<file path="src/rtl/cle_pkg.sv">
// ----------------------------------------------------------------------------
// cle_pkg
//   Shared definitions for the CLE0a1 key prober: controller state encoding,
//   the address/control levels driven while the responder is selected, and
//   default timing parameters.
// ----------------------------------------------------------------------------
package cle_pkg;

    typedef enum logic [3:0] {
        ST_IDLE     = 4'd0,
        ST_DESEL    = 4'd1,
        ST_SELECT   = 4'd2,
        ST_WAIT_CMD = 4'd3,
        ST_SETUP    = 4'd4,
        ST_CLK_HI   = 4'd5,
        ST_CLK_LO   = 4'd6,
        ST_SAMPLE   = 4'd7,
        ST_FINISH   = 4'd8
    } cle_state_e;

    // Pin levels while the responder is selected
    localparam logic KEY_BA13_SEL = 1'b0;
    localparam logic KEY_BA12_SEL = 1'b1;
    localparam logic KEY_RW_SEL   = 1'b1;

    // Deselect time before a sequence and per-phase length, in clk cycles.
    // Both must fit the 4-bit phase timer (1..15).
    localparam int unsigned CLE_RST_CYC_DEF = 4;
    localparam int unsigned CLE_SETTLE_DEF  = 2;

endpackage

</file>
<file path="src/rtl/cle_phase_timer.sv">
// ----------------------------------------------------------------------------
// cle_phase_timer
//   4-bit down-counter that times one controller state. The owner pulses
//   'load' in the first cycle of a timed state; 'expired' is high in the last
//   cycle of a span of load_val cycles (load_val >= 1).
// Ports
//   clk       in   system clock
//   rst_n     in   asynchronous active-low reset
//   load      in   first cycle of a timed span
//   load_val  in   span length in cycles
//   expired   out  last cycle of the span (combinational)
// ----------------------------------------------------------------------------
module cle_phase_timer (
    input  logic       clk,
    input  logic       rst_n,
    input  logic       load,
    input  logic [3:0] load_val,
    output logic       expired
);

    logic [3:0] cnt;

    // cnt holds the cycles remaining after the current one
    always_ff @(posedge clk or negedge rst_n) begin
        if (!rst_n) begin
            cnt <= 4'd0;
        end else if (load) begin
            cnt <= load_val - 4'd1;
        end else if (cnt != 4'd0) begin
            cnt <= cnt - 4'd1;
        end
    end

    // A one-cycle span expires in its load cycle
    assign expired = load ? (load_val <= 4'd1) : (cnt == 4'd1);

endmodule

</file>
<file path="src/rtl/cle_key_prober.sv">
// ----------------------------------------------------------------------------
// cle_key_prober
//   Host-side initiator for the CLE0a1 key responder. Selects the responder,
//   steps it once per host command nibble (nibble on BA7..BA4, one key_clk
//   pulse) and returns the captured {RSP, SDRD} pair after every step.
//
//   state      | meaning
//   -----------+-------------------------------------------------------------
//   IDLE       | responder deselected, waiting for start
//   DESEL      | RST_CYC cycles deselected so the responder clears
//   SELECT     | one cycle: select asserted, BA13/BA12/RW to select levels
//   WAIT_CMD   | cmd_ready high, waiting for a nibble (key_clk low)
//   SETUP      | SETTLE cycles of nibble setup before the clock edge
//   CLK_HI     | SETTLE cycles with key_clk high
//   CLK_LO     | SETTLE cycles with key_clk low, responder outputs settle
//   SAMPLE     | rsp_bits captured, rsp_valid high, step counted
//   FINISH     | done pulse, responder deselected
//
// Ports
//   clk, rst_n         system clock, asynchronous active-low reset
//   start, n_steps     begin a sequence of n_steps steps (sampled on start)
//   abort              end the sequence now and deselect
//   cmd_valid/cmd_nib  host nibble for the next step; cmd_ready accepts it
//   rsp_valid/rsp_bits {RSP, SDRD} after each step
//   busy, done         sequence in progress / end-of-sequence pulse
//   key_*              responder socket pins; key_sdrd_i/key_rsp_i inputs
// ----------------------------------------------------------------------------
module cle_key_prober
    import cle_pkg::*;
#(
    parameter int unsigned RST_CYC = CLE_RST_CYC_DEF,
    parameter int unsigned SETTLE  = CLE_SETTLE_DEF
) (
    input  logic       clk,
    input  logic       rst_n,
    input  logic       start,
    input  logic [5:0] n_steps,
    input  logic       abort,
    input  logic       cmd_valid,
    input  logic [3:0] cmd_nib,
    output logic       cmd_ready,
    output logic       rsp_valid,
    output logic [1:0] rsp_bits,
    output logic       busy,
    output logic       done,
    output logic       key_sel_n,
    output logic       key_ba13,
    output logic       key_ba12,
    output logic [3:0] key_nib,
    output logic       key_rw,
    output logic       key_clk,
    input  logic       key_sdrd_i,
    input  logic       key_rsp_i
);

    cle_state_e state;
    logic [5:0] n_steps_q;
    logic [5:0] step_cnt;
    logic       tmr_load;
    logic [3:0] tmr_val;
    logic       tmr_expired;
    logic       go_finish;
    logic       sdrd_s1, sdrd_s2;
    logic       rsp_s1,  rsp_s2;

    // Responder lines are asynchronous to clk. The two-flop delay fits inside
    // the CLK_LO span when SETTLE >= 2; with SETTLE = 1 the captured pair lags
    // the key_clk edge it belongs to.
    always_ff @(posedge clk or negedge rst_n) begin
        if (!rst_n) begin
            sdrd_s1 <= 1'b1;
            sdrd_s2 <= 1'b1;
            rsp_s1  <= 1'b1;
            rsp_s2  <= 1'b1;
        end else begin
            sdrd_s1 <= key_sdrd_i;
            sdrd_s2 <= sdrd_s1;
            rsp_s1  <= key_rsp_i;
            rsp_s2  <= rsp_s1;
        end
    end

    assign tmr_val = (state == ST_DESEL) ? 4'(RST_CYC) : 4'(SETTLE);

    cle_phase_timer u_timer (
        .clk      (clk),
        .rst_n    (rst_n),
        .load     (tmr_load),
        .load_val (tmr_val),
        .expired  (tmr_expired)
    );

    // All routes into FINISH: abort from any active state, an empty sequence,
    // or the last step sampled.
    always_comb begin
        go_finish = 1'b0;
        if (abort && (state != ST_IDLE) && (state != ST_FINISH)) begin
            go_finish = 1'b1;
        end else if ((state == ST_SELECT) && (n_steps_q == 6'd0)) begin
            go_finish = 1'b1;
        end else if ((state == ST_SAMPLE) && (step_cnt == n_steps_q)) begin
            go_finish = 1'b1;
        end
    end

    always_ff @(posedge clk or negedge rst_n) begin
        if (!rst_n) begin
            state     <= ST_IDLE;
            n_steps_q <= 6'd0;
            step_cnt  <= 6'd0;
            tmr_load  <= 1'b0;
            cmd_ready <= 1'b0;
            rsp_valid <= 1'b0;
            rsp_bits  <= 2'b11;
            busy      <= 1'b0;
            done      <= 1'b0;
            key_sel_n <= 1'b1;
            key_ba13  <= 1'b1;
            key_ba12  <= 1'b0;
            key_nib   <= 4'd0;
            key_rw    <= 1'b0;
            key_clk   <= 1'b0;
        end else begin
            done      <= 1'b0;
            rsp_valid <= 1'b0;
            tmr_load  <= 1'b0;

            if (go_finish) begin
                // An in-flight step is dropped: key_clk forced low, no sample
                state     <= ST_FINISH;
                done      <= 1'b1;
                cmd_ready <= 1'b0;
                key_clk   <= 1'b0;
                key_sel_n <= 1'b1;
                key_ba13  <= 1'b1;
                key_ba12  <= 1'b0;
                key_rw    <= 1'b0;
                key_nib   <= 4'd0;
            end else begin
                case (state)
                    ST_IDLE: begin
                        // abort in the same cycle suppresses the start
                        if (start && !abort) begin
                            state     <= ST_DESEL;
                            busy      <= 1'b1;
                            n_steps_q <= n_steps;
                            step_cnt  <= 6'd0;
                            tmr_load  <= 1'b1;
                        end
                    end
                    ST_DESEL: begin
                        if (tmr_expired) begin
                            state     <= ST_SELECT;
                            key_sel_n <= 1'b0;
                            key_ba13  <= KEY_BA13_SEL;
                            key_ba12  <= KEY_BA12_SEL;
                            key_rw    <= KEY_RW_SEL;
                        end
                    end
                    ST_SELECT: begin
                        state     <= ST_WAIT_CMD;
                        cmd_ready <= 1'b1;
                    end
                    ST_WAIT_CMD: begin
                        if (cmd_valid) begin
                            state     <= ST_SETUP;
                            cmd_ready <= 1'b0;
                            key_nib   <= cmd_nib;
                            tmr_load  <= 1'b1;
                        end
                    end
                    ST_SETUP: begin
                        if (tmr_expired) begin
                            state    <= ST_CLK_HI;
                            key_clk  <= 1'b1;
                            tmr_load <= 1'b1;
                        end
                    end
                    ST_CLK_HI: begin
                        if (tmr_expired) begin
                            state    <= ST_CLK_LO;
                            key_clk  <= 1'b0;
                            tmr_load <= 1'b1;
                        end
                    end
                    ST_CLK_LO: begin
                        if (tmr_expired) begin
                            state     <= ST_SAMPLE;
                            rsp_bits  <= {rsp_s2, sdrd_s2};
                            rsp_valid <= 1'b1;
                            step_cnt  <= step_cnt + 6'd1;
                        end
                    end
                    ST_SAMPLE: begin
                        // last-step case handled by go_finish
                        state     <= ST_WAIT_CMD;
                        cmd_ready <= 1'b1;
                    end
                    ST_FINISH: begin
                        state <= ST_IDLE;
                        busy  <= 1'b0;
                    end
                    default: begin
                        state <= ST_IDLE;
                        busy  <= 1'b0;
                    end
                endcase
            end
        end
    end

endmodule

</file>
<file path="config.mk">
export PLATFORM = sky130hd
export DESIGN_NAME = cle_key_prober
export DESIGN_NICKNAME = d
export VERILOG_FILES = /design/src/rtl/cle_pkg.sv /design/src/rtl/cle_phase_timer.sv /design/src/rtl/cle_key_prober.sv
export SDC_FILE = /design/constraint.sdc
export NUM_CORES = 1
export LEC_CHECK = 0
export BUFFER_PORTS_ARGS = -buffer_cell sky130_fd_sc_hd__buf_2
export CAP_MARGIN = 20
export CELL_PAD_IN_SITES_DETAIL_PLACEMENT = 0
export CELL_PAD_IN_SITES_GLOBAL_PLACEMENT = 2
export CORE_MARGIN = 2
export CORE_UTILIZATION = 31
export DETAILED_ROUTE_END_ITERATION = 8
export PLACE_DENSITY_LB_ADDON = 0.1
export RECOVER_POWER = 100
export SLEW_MARGIN = 20
export SYNTH_ARGS = -nofsm -noshare
export SYNTH_HDL_FRONTEND = slang
export SYNTH_SLANG_ARGS = --single-unit
</file>
<file path="constraint.sdc">
create_clock -name clk -period 2.2 [get_ports clk]
set_clock_uncertainty 0.05 [all_clocks]
set_input_delay 0.11 -clock clk [delete_from_list [all_inputs] [get_ports clk]]
set_output_delay 0.11 -clock clk [all_outputs]
set_load 0.03 [all_outputs]
</file>
# Word level (Yosys, flattened, before mapping)
# Index checks and enable logic that the tools add are counted.
# W data, S select, Z words.
classes:
  add_sub_neg: 3
  n_mul: 0
  div: 0
  magnitude_cmp: 1
  n_eq_ne: 18
  n_shift: 0
  muxes: 42
  bitwise: 2
  n_reduce_logical: 30
ops:
  columns: ["cell", "n"]
  rows:
  - ["$mux W4", 12]
  - ["$pmux W4 S7", 1]
  - ["$mux W1", 21]
  - ["$ne A3 B3 Y1 const B", 6]
  - ["$eq A4 B3 Y1 const B", 4]
  - ["$mux W6", 2]
  - ["$pmux W6 S2", 1]
  - ["$reduce_and A3 Y1", 4]
  - ["$reduce_bool A2 Y1", 6]
  - ["$eq A4 B1 Y1 const B", 2]
  - ["$eq A4 B2 Y1 const B", 2]
  - ["$reduce_bool A4 Y1", 2]
  - ["$reduce_or A7 Y1", 1]
  - ["$add A6 B1 Y6 const B", 1]
  - ["$eq A6 B6 Y1", 1]
  - ["$logic_not A6 Y1", 1]
  - ["$pmux W1 S2", 3]
  - ["$reduce_and A2 Y1", 3]
  - ["$reduce_and A6 Y1", 1]
  - ["$reduce_bool A3 Y1", 2]
  - ["$logic_and A1 B1 Y1", 5]
  - ["$logic_not A4 Y1", 1]
  - ["$ne A2 B2 Y1 const B", 2]
  - ["$ne A4 B4 Y1 const B", 1]
  - ["other kinds (9)", 11]
totals:
  reg_bits: 38
  latchBits: 0
  mem_bits_rw: 0
  romBits: 0
  in_bits: 17
  out_inout_bits: 15
  elab_cells: 114
  n_memories: 0

# Depth between registers and ports, before layout
# Gate-level depths: netlist (run 1).
logic_depth:
  depth_word: 7
  mapped_depth: 7

# Cells and area by module
# From an unflattened synthesis (run 1), not the netlist that was laid out.
unflattened:
  cells_unflattened: 188
  area_unflattened_um2: 1975.6
modules_own_cells:
  columns: ["module", "n_inst", "cells_per_inst", "area_per_inst_um2", "seq_area_each_um2"]
  rows:
  - ["cle_key_prober", 1, 151, 1631.6, 859.6]
  - ["cle_phase_timer", 1, 37, 344.1, 100.1]

# Least setup slack after synthesis (run 1)
# No wires, ideal clock.
synth_path:
  path_kind: "flip-flop to flip-flop"
  startpoint: "register u_timer.cnt[1]"
  endpoint: "register step_cnt[3]"
  setup_ns: 0.078
  arrival_time_ns: 2.064
  required_time_ns: 2.072
  slack_ns: 0.008
  path_stages_with_launch: 8
  n_path_buf: 0
  synth_period_minus_slack_ns: 2.192
  path_cell_list: "dfrtp_1 -> inv_1 -> ha_1 -> nor4b_4 -> a21oi_2 -> or4_4 -> or4_1 -> a21oi_1"
synth_via:
  elab_chain_len: 4
synth_lines:
  columns: ["item", "line_no", "text"]
  rows:
  - ["start: declaration", "cle_phase_timer.sv:21", "logic [3:0] cnt;"]
  - ["start signal: assignment", "cle_phase_timer.sv:28", "cnt <= load_val - 4'd1;"]
  - ["start signal: assignment", "cle_phase_timer.sv:30", "cnt <= cnt - 4'd1;"]
  - ["$eq A4 B1 Y1", "cle_phase_timer.sv:35", "assign expired = load ? (load_val <= 4'd1) : (cnt == 4'd1);"]
  - ["$mux W1", "cle_phase_timer.sv:35", null]
  - ["$ne A2 B2 Y1 (no source line)", null, null]
  - ["$reduce_and A4 Y1 (no source line)", null, null]
  - ["end signal: assignment", "cle_key_prober.sv:191", "step_cnt <= step_cnt + 6'd1;"]
  - ["end: declaration", "cle_key_prober.sv:58", "logic [5:0] step_cnt;"]
# No other way between the ends.
# A chain may end at the register's enable or synchronous reset.

# Worst setup path after layout (run 1)
layout_path:
  startpoint: "register state[0]"
  endpoint: "register step_cnt[3]"
layout_via:
  elab_chain_len: 7
  word_cells_on_any_way: 23
  cone_classes: "order compare: 1; eq/ne: 7; mux: 6; bitwise: 1; reduce/logical: 8"
layout_lines:
  columns: ["item", "line_no", "text"]
  rows:
  - ["start: declaration", "cle_key_prober.sv:56", "cle_state_e state;"]
  - ["start signal: assignment", "cle_key_prober.sv:108", "state <= ST_IDLE;"]
  - ["start signal: assignment", "cle_key_prober.sv:130", "state <= ST_FINISH;"]
  - ["start signal: assignment", "cle_key_prober.sv:144", "state <= ST_DESEL;"]
  - ["parallel branches: the longest is 7 deep, another holds $le A3 B1 Y1", null, null]
# Parallel ways; which one is timed is not known.

==> reports/qor.yml, run 1 <==
status:
  status: "complete, but fails checks"
  failed_checks: "setup timing"
synth:
  synth-seq-cells: 38
  yosysTopAreaCell: "dfrtp_1"
  netlist-cell-type-count: 43
  ys.flop_type: "dfrtp_1"
  synthTopCellsByArea: "dfrtp_1 41%, dfstp_2 9.8%, nand2_1 5.6%, mux2i_1 3.2%, a21oi_1 2.9%"
  synth_fp_nets: 203
  syn_area_sq_um: 1870
  yosysSeqAreaShare: 0.512
  synthArstFlopShare: 1.00
  synth-edff-count: 0
  yosys_warnings: 0
  synth_top_area_share: 0.414
  avgSynthCellArea_sq_um: 10.2
  syn_inst: 183
cells_and_area:
  syn_to_final_growth_pct: 34.2
  final_net_count: 263
  final_cell_mix: "31 x dfrtp_1, 27 x nand2_1, 19 x buf_4, 15 x buf_2, 15 x clkbuf_1"
  final_common_cell: "dfrtp_1"
  drive_above_1_share: 0.336
  num_antenna_cells: 0
  nFillCells: 593
sta:
  clock.fmax_ghz: 0.447
  worst_slew_pin_slew_ns: 0.934
  slew_violations: 0
  fin_crit_sh: 1.02
  setup_tns_ns: -0.0353
  finalSetupViolations: 1
  layout_setup_ws_ns: -0.0353
  rsz0062_at_grt: "yes"
  hold_slack_ns: 0.0168
  final-hold-violation-count: 0
  slew_headroom: 0.378
  timing.final.crit_period_ns: 2.24
clocking:
  cts.clk_slew.worst_paths_ns: 0.08
  numCtsBuffers: 5
  ctsRootBufferMaster: "clkbuf_8"
  cts_buffer_depth: 2
  insertion_delay_ns: 0.29
  cts_tree: "done"
  htree_levels: 2
  clkSinkCount: 38
global_routing:
  grt_pass1_vias: 1520
  antenna_found_initial: 0
  grt.overflow.total: 0
  grt_max_degree: 39
  grt.total_usage: 0.145
  grt_pass1_wl_microns: 7180
floorplan:
  die_w_microns: 81.7
  start_util: 0.318
  io_pins: 32
  fp.coreArea_sq_um: 5890
  fp-row-count: 28
  die_h_microns: 81.7
  dieArea_sq_um: 6680
route:
  wl_per_cell_microns: 13.9
  finalWirelength_microns: 4440
  routed.top_layer: "met4"
  wl_met1_microns: 2070
  vias: 1529
  ant_nets: 0
  first_pass_iters: 4
  wl_met2_microns: 2160
  drcViolationCount: 0
  drt-initial-drc-count: 57
  viasPerCell: 4.79
  dr_wl_met3_microns: 142
power:
  irDropWorstVdd_mv: 0.390
  p_leak_nw: 1.15
  p_per_area_nw_per_um2: 1210
  total_power_mw: 3.05
placed_design:
  dp_hpwl_microns: 3160
  gp_congestion: 0.896
  numPortBuffers: 31
worst_setup_path:
  required_ns: 2.37
  ff2ff_setup_slack_ns: -0.04
  crit_slowest_cell: "or4_4"
  cpPeakStageDelay_ns: 0.51
  crit_fanout: 5
  critPathLaunchType: "flip-flop"
  cp_cell_sequence: "or3_4 -> a32oi_4 -> o41ai_4 -> buf_6 -> buf_4 -> or4_4 -> a21oi_2"
  critPathKind: "flip-flop to flip-flop"
  worstSetupEndpointType: "flip-flop"
  critPathArrivalTime_ns: 2.40
flow_run:
  maxCapViolations: 0
worst_hold_path:
  hp-class: "primary input to flip-flop"
-- final timing paths --
check / start / to / depth (start not counted)
max in group asynchronous: rst_n / step_cnt[4] / 2
max reg2reg: state[0] / step_cnt[3] / 7
min in group asynchronous: rst_n / n_steps_q[3] / 2
max: state[0] / step_cnt[3] / 7
min reg2reg: rsp_s1 / rsp_s2 / 0
min: cmd_nib[2] / key_nib[2] / 3
-- metal layers --
layer,track usage,vias up
li1,-,763
met4,0.0717,0
met3,0.0297,7
met2,0.230,30
met5,0,-
met1,0.188,729
-- sequential cells by signal, summed over array words and instances (netlist names) --
signal       cells
busy             1
key_ba13         1
key_nib          4
rsp_s1           1
sdrd_s1          1
key_rw           1
key_clk          1
rsp_valid        1
rsp_bits         2
state            4
cmd_ready        1
tmr_load         1
step_cnt         6
u_timer.cnt      4
done             1
rsp_s2           1
sdrd_s2          1
n_steps_q        6
-- layout make-up --
| cell class | count | area (sq um) | area share |
|---|---|---|---|
| flip-flops and latches | 38 | 960 | 0.382 |
| multi-input cells | 131 | 945 | 0.376 |
| repair buffers | 63 | 410 | 0.163 |
| well taps | 75 | 93.8 | 0.0373 |
| clock buffers | 5 | 68.8 | 0.0274 |
| clock inverters | 3 | 21.3 | 0.00846 |
| inverters | 4 | 15.0 | 0.00597 |
-- through the flow --
step	utilization	area (sq um)	setup WS [ns]	instances
after CTS	0.412	2430	-0.0130	313
after global routing	0.427	2510	-0.102	319
final	0.427	2510	-0.0353	319
after global placement	0.372	2190	0.0170	294
after detailed placement	0.372	2190	-0.0533	294
after floorplan	-	1870	0.00801	183
-- cells in the mapped netlist, types with 3 or more instances --
| cell type | count |
|---|---|
| inv_1 | 4 |
| dfrtp_1 | 31 |
| xnor2_1 | 4 |
| xor2_1 | 3 |
| nor4_1 | 3 |
| a21oi_1 | 11 |
| or4_1 | 4 |
| dfstp_2 | 7 |
| ha_1 | 3 |
| mux2_2 | 3 |
| nor2_1 | 14 |
| clkbuf_1 | 5 |
| nand2b_1 | 5 |
| o21ai_0 | 4 |
| mux2i_1 | 6 |
| or3_1 | 4 |
| o31ai_1 | 5 |
| nor3_1 | 4 |
| nand2_1 | 28 |
| a211oi_1 | 3 |
-- where the power goes --
group	switching (mW)	internal [mW]	total (mW)
combinational	0.857	0.654	1.51
sequential	0.165	0.895	1.06
clock	0.257	0.222	0.479
-- critical path, delay by kind of cell, from the launching register on --
kind                   cells  cell delay [ns]
AO/OA/AOI/OAI              3             0.48
AND/OR/NAND/NOR            2             0.91
flip-flops                 1             0.42
buffers and inverters      2             0.28
-- cell families (layout without fill, tap and decap cells) --
logic type,count (synthesis),count (layout),share of synthesized area
AO/OA/AOI/OAI,31,31,0.117
XOR/XNOR,7,7,0.0327
adder cells (fa/ha/maj),3,3,0.0200
buffers and inverters,14,75,0.0334
flip-flops,38,38,0.512
multiplexers,9,9,0.0501
AND/OR/NAND/NOR,81,81,0.234
-- timing repair --
action | CTS | global route
endpoints found under the setup margin | 4 | 9
hold endpoints to repair | 39 | 0
setup buffers | 2 | 7
gates resized for setup | 10 | 17
hold buffers | 9 | 0
cloned | 0 | 0
pin swaps | 8 | 11
Note: power is estimated with default switching activity, not from simulation.
==> run 2: changes to the inputs <==
--- a/config.mk
+++ b/config.mk
@@ -12,7 +12,7 @@
 export CORE_MARGIN = 2
 export CORE_UTILIZATION = 31
 export DETAILED_ROUTE_END_ITERATION = 8
-export PLACE_DENSITY_LB_ADDON = 0.1
+export PLACE_DENSITY_LB_ADDON = 0.3
 export RECOVER_POWER = 100
 export SLEW_MARGIN = 20
 export SYNTH_ARGS = -nofsm -noshare
==> run 2 against run 1 <==
The run now ends clean; die area unchanged; utilization up 0.43 points; via count grew 0.59%; first-iteration DRC count shrank 25%; sequential cell count unchanged; sequential share of layout area decreased by 0.38 points; critical path type unchanged; largest power group unchanged.
==> reports/qor.yml, run 2 (synthesis gave the netlist of run 1 again) <==
sta:
  slew_headroom: 0.388  # was 0.378
  finalSetupViolations: 0  # was 1
  fin_crit_sh: 0.997  # was 1.02
  clock.fmax_ghz: 0.456  # was 0.447 GHz
  final-hold-violation-count: 0  # unchanged
  timing.final.crit_period_ns: 2.19  # was 2.24 ns
  worst_slew_pin_slew_ns: 0.918  # was 0.934 ns
  layout_setup_ws_ns: 0.00761  # was -0.0353 ns
  slew_violations: 0  # unchanged
  rsz0062_at_grt: "yes"  # unchanged
power:
  total_power_mw: 3.13  # was 3.05 mW
  irDropWorstVdd_mv: 0.511  # was 0.390 mV
  p_leak_nw: 1.16  # was 1.15 nW
  p_per_area_nw_per_um2: 1230  # was 1210 nW/um^2
placed_design:
  placed_area_sq_um: 2200  # was 2190 sq um
  gp_congestion: 0.762  # was 0.896
  numPortBuffers: 31  # unchanged
  dp_hpwl_microns: 2970  # was 3160 microns
  dp_worst_setup_slack_ns: -0.00974  # was -0.0533 ns
route:
  finalWirelength_microns: 4180  # was 4440 microns
  ant_nets: 0  # unchanged
  drt-initial-drc-count: 43  # was 57
  wl_per_cell_microns: 13.0  # was 13.9 microns
  first_pass_iters: 4  # unchanged
  drcViolationCount: 0  # unchanged
  viasPerCell: 4.79  # about the same
  vias: 1538  # was 1529
flow_run:
  maxCapViolations: 0  # unchanged
worst_setup_path:
  cp_num_buf_inv: 2  # unchanged
  critPathKind: "flip-flop to flip-flop"  # unchanged
  startpoint: "state[2]"  # was state[0]
  ff2ff_setup_slack_ns: 0.008  # was -0.04 ns
  rr_startpoint: "state[2]"  # was state[0]
  critPathArrivalTime_ns: 2.37  # was 2.40 ns
  required_ns: 2.38  # was 2.37 ns
  crit_fanout: 6  # was 5
  worstSetupEndpointType: "flip-flop"  # unchanged
  cpPeakStageDelay_ns: 0.51  # about the same
  cp_cell_sequence: "or3_4 -> a32oi_4 -> o41ai_4 -> buf_6 -> buf_4 -> or4_4 -> a21oi_2"  # unchanged
  critPathLaunchType: "flip-flop"  # unchanged
  crit_slowest_cell: "or4_4"  # unchanged
  cpLargestDelayFamily: "simple AND/OR/NAND/NOR gates"  # unchanged
clocking:
  cts_tree: "done"  # unchanged
  htree_levels: 2  # unchanged
  cts.clk_slew.worst_paths_ns: 0.08  # about the same
  insertion_delay_ns: 0.29  # about the same
  clkSinkCount: 38  # unchanged
  numCtsBuffers: 5  # unchanged
  cts_buffer_depth: 2  # unchanged
  ctsRootBufferMaster: "clkbuf_8"  # unchanged
global_routing:
  grt.overflow.total: 0  # unchanged
  grt.total_usage: 0.139  # was 0.145
  antenna_found_initial: 0  # unchanged
  grt_pass1_wl_microns: 7070  # was 7180 microns
  grt_pass1_vias: 1523  # was 1520
  grt_max_degree: 39  # unchanged
cells_and_area:
  final_area_sq_um: 2540  # was 2510 sq um
  drive_above_1_share: 0.321  # was 0.336
  final_net_count: 265  # was 263
  top_regs: "n_steps_q: 6 flops, step_cnt: 6 flops"  # unchanged
  final_common_cell: "dfrtp_1"  # unchanged
  nFillCells: 593  # unchanged
  num_antenna_cells: 0  # unchanged
  syn_to_final_growth_pct: 35.5  # was 34.2%
  final_cell_mix: "31 x dfrtp_1, 28 x nand2_1, 22 x buf_4, 15 x buf_2, 15 x clkbuf_1"  # was 31 x dfrtp_1, 27 x nand2_1, 19 x buf_4, 15 x buf_2, 15 x clkbuf_1
floorplan:
  dieArea_sq_um: 6680  # unchanged
  die_h_microns: 81.7  # unchanged
  die_w_microns: 81.7  # unchanged
  fp.coreArea_sq_um: 5890  # unchanged
  start_util: 0.318  # unchanged
  io_pins: 32  # unchanged
  fp-row-count: 28  # unchanged
status:
  status: "complete, no violations"  # was complete, but fails checks
worst_hold_path:
  hp-class: "primary input to flip-flop"  # unchanged
  hold_path_startpoint: "cmd_nib[3]"  # was cmd_nib[2]
[run 2: worst paths after layout]
| path | endpoint | depth (start not counted) |
|---|---|---|
| setup / recovery | step_cnt[3] | 7 |
| hold / removal | key_nib[3] | 3 |
| setup reg to reg | step_cnt[3] | 7 |
| hold reg to reg | rsp_s2 | 0 |
| max in group asynchronous | cmd_ready | 2 |
| min in group asynchronous | n_steps_q[0] | 2 |
[run 2: repair_timing]
action / 4_1_cts / 5_1_grt
gates resized for setup: 2 / 20
setup endpoints to repair: 3 / 8
gates cloned: 0 / 0
setup buffers: 1 / 5
hold buffers: 11 / 0
hold endpoints to repair: 41 / 0
pin swaps: 3 / 12
[run 2: report_power, final]
part	internal (mW)	leakage, nW	total (mW)	switching (mW)
Sequential	0.894	0.484	1.05	0.158
Clock	0.337	0.0504	0.597	0.260
Combinational	0.645	0.622	1.48	0.831
Total	1.88	1.16	3.13	1.25
[run 2: layout make-up]
type / instances / area, sq um / area share
clock buffers: 5 / 68.8 / 0.0271
clock inverters: 3 / 45.0 / 0.0177
inverters: 4 / 15.0 / 0.00591
multi-input cells: 131 / 933 / 0.368
flip-flops and latches: 38 / 960 / 0.378
well taps: 75 / 93.8 / 0.0370
repair buffers: 65 / 423 / 0.167
[run 2: through the flow]
stage               hold slack, ns   util  instances  setup TNS [ns]
global route                0.0234  0.431        321          -0.393
detailed placement           0.167  0.374        296         -0.0136
CTS                        0.00163  0.415        316               0
finish                     0.00951  0.431        321               0
global placement             0.165  0.374        296               0
floorplan                   -0.236      -        183               0
[run 2: routing by layer]
layer / global-route usage / routed length [microns] / part of all wire / up-vias
li1: - / - / - / 764
met1: 0.186 / 2040 / 0.49 / 746
met2: 0.221 / 1960 / 0.47 / 23
met3: 0.0407 / 130 / 0.031 / 5
met4: 0.0367 / 54 / 0.013 / 0
met5: 0 / 0 / 0 / -
[run 2: worst min-delay path, stage by stage]
cell,delay [ns]
buf_2,0.07
mux2i_1,0.05
nor2_1,0.08
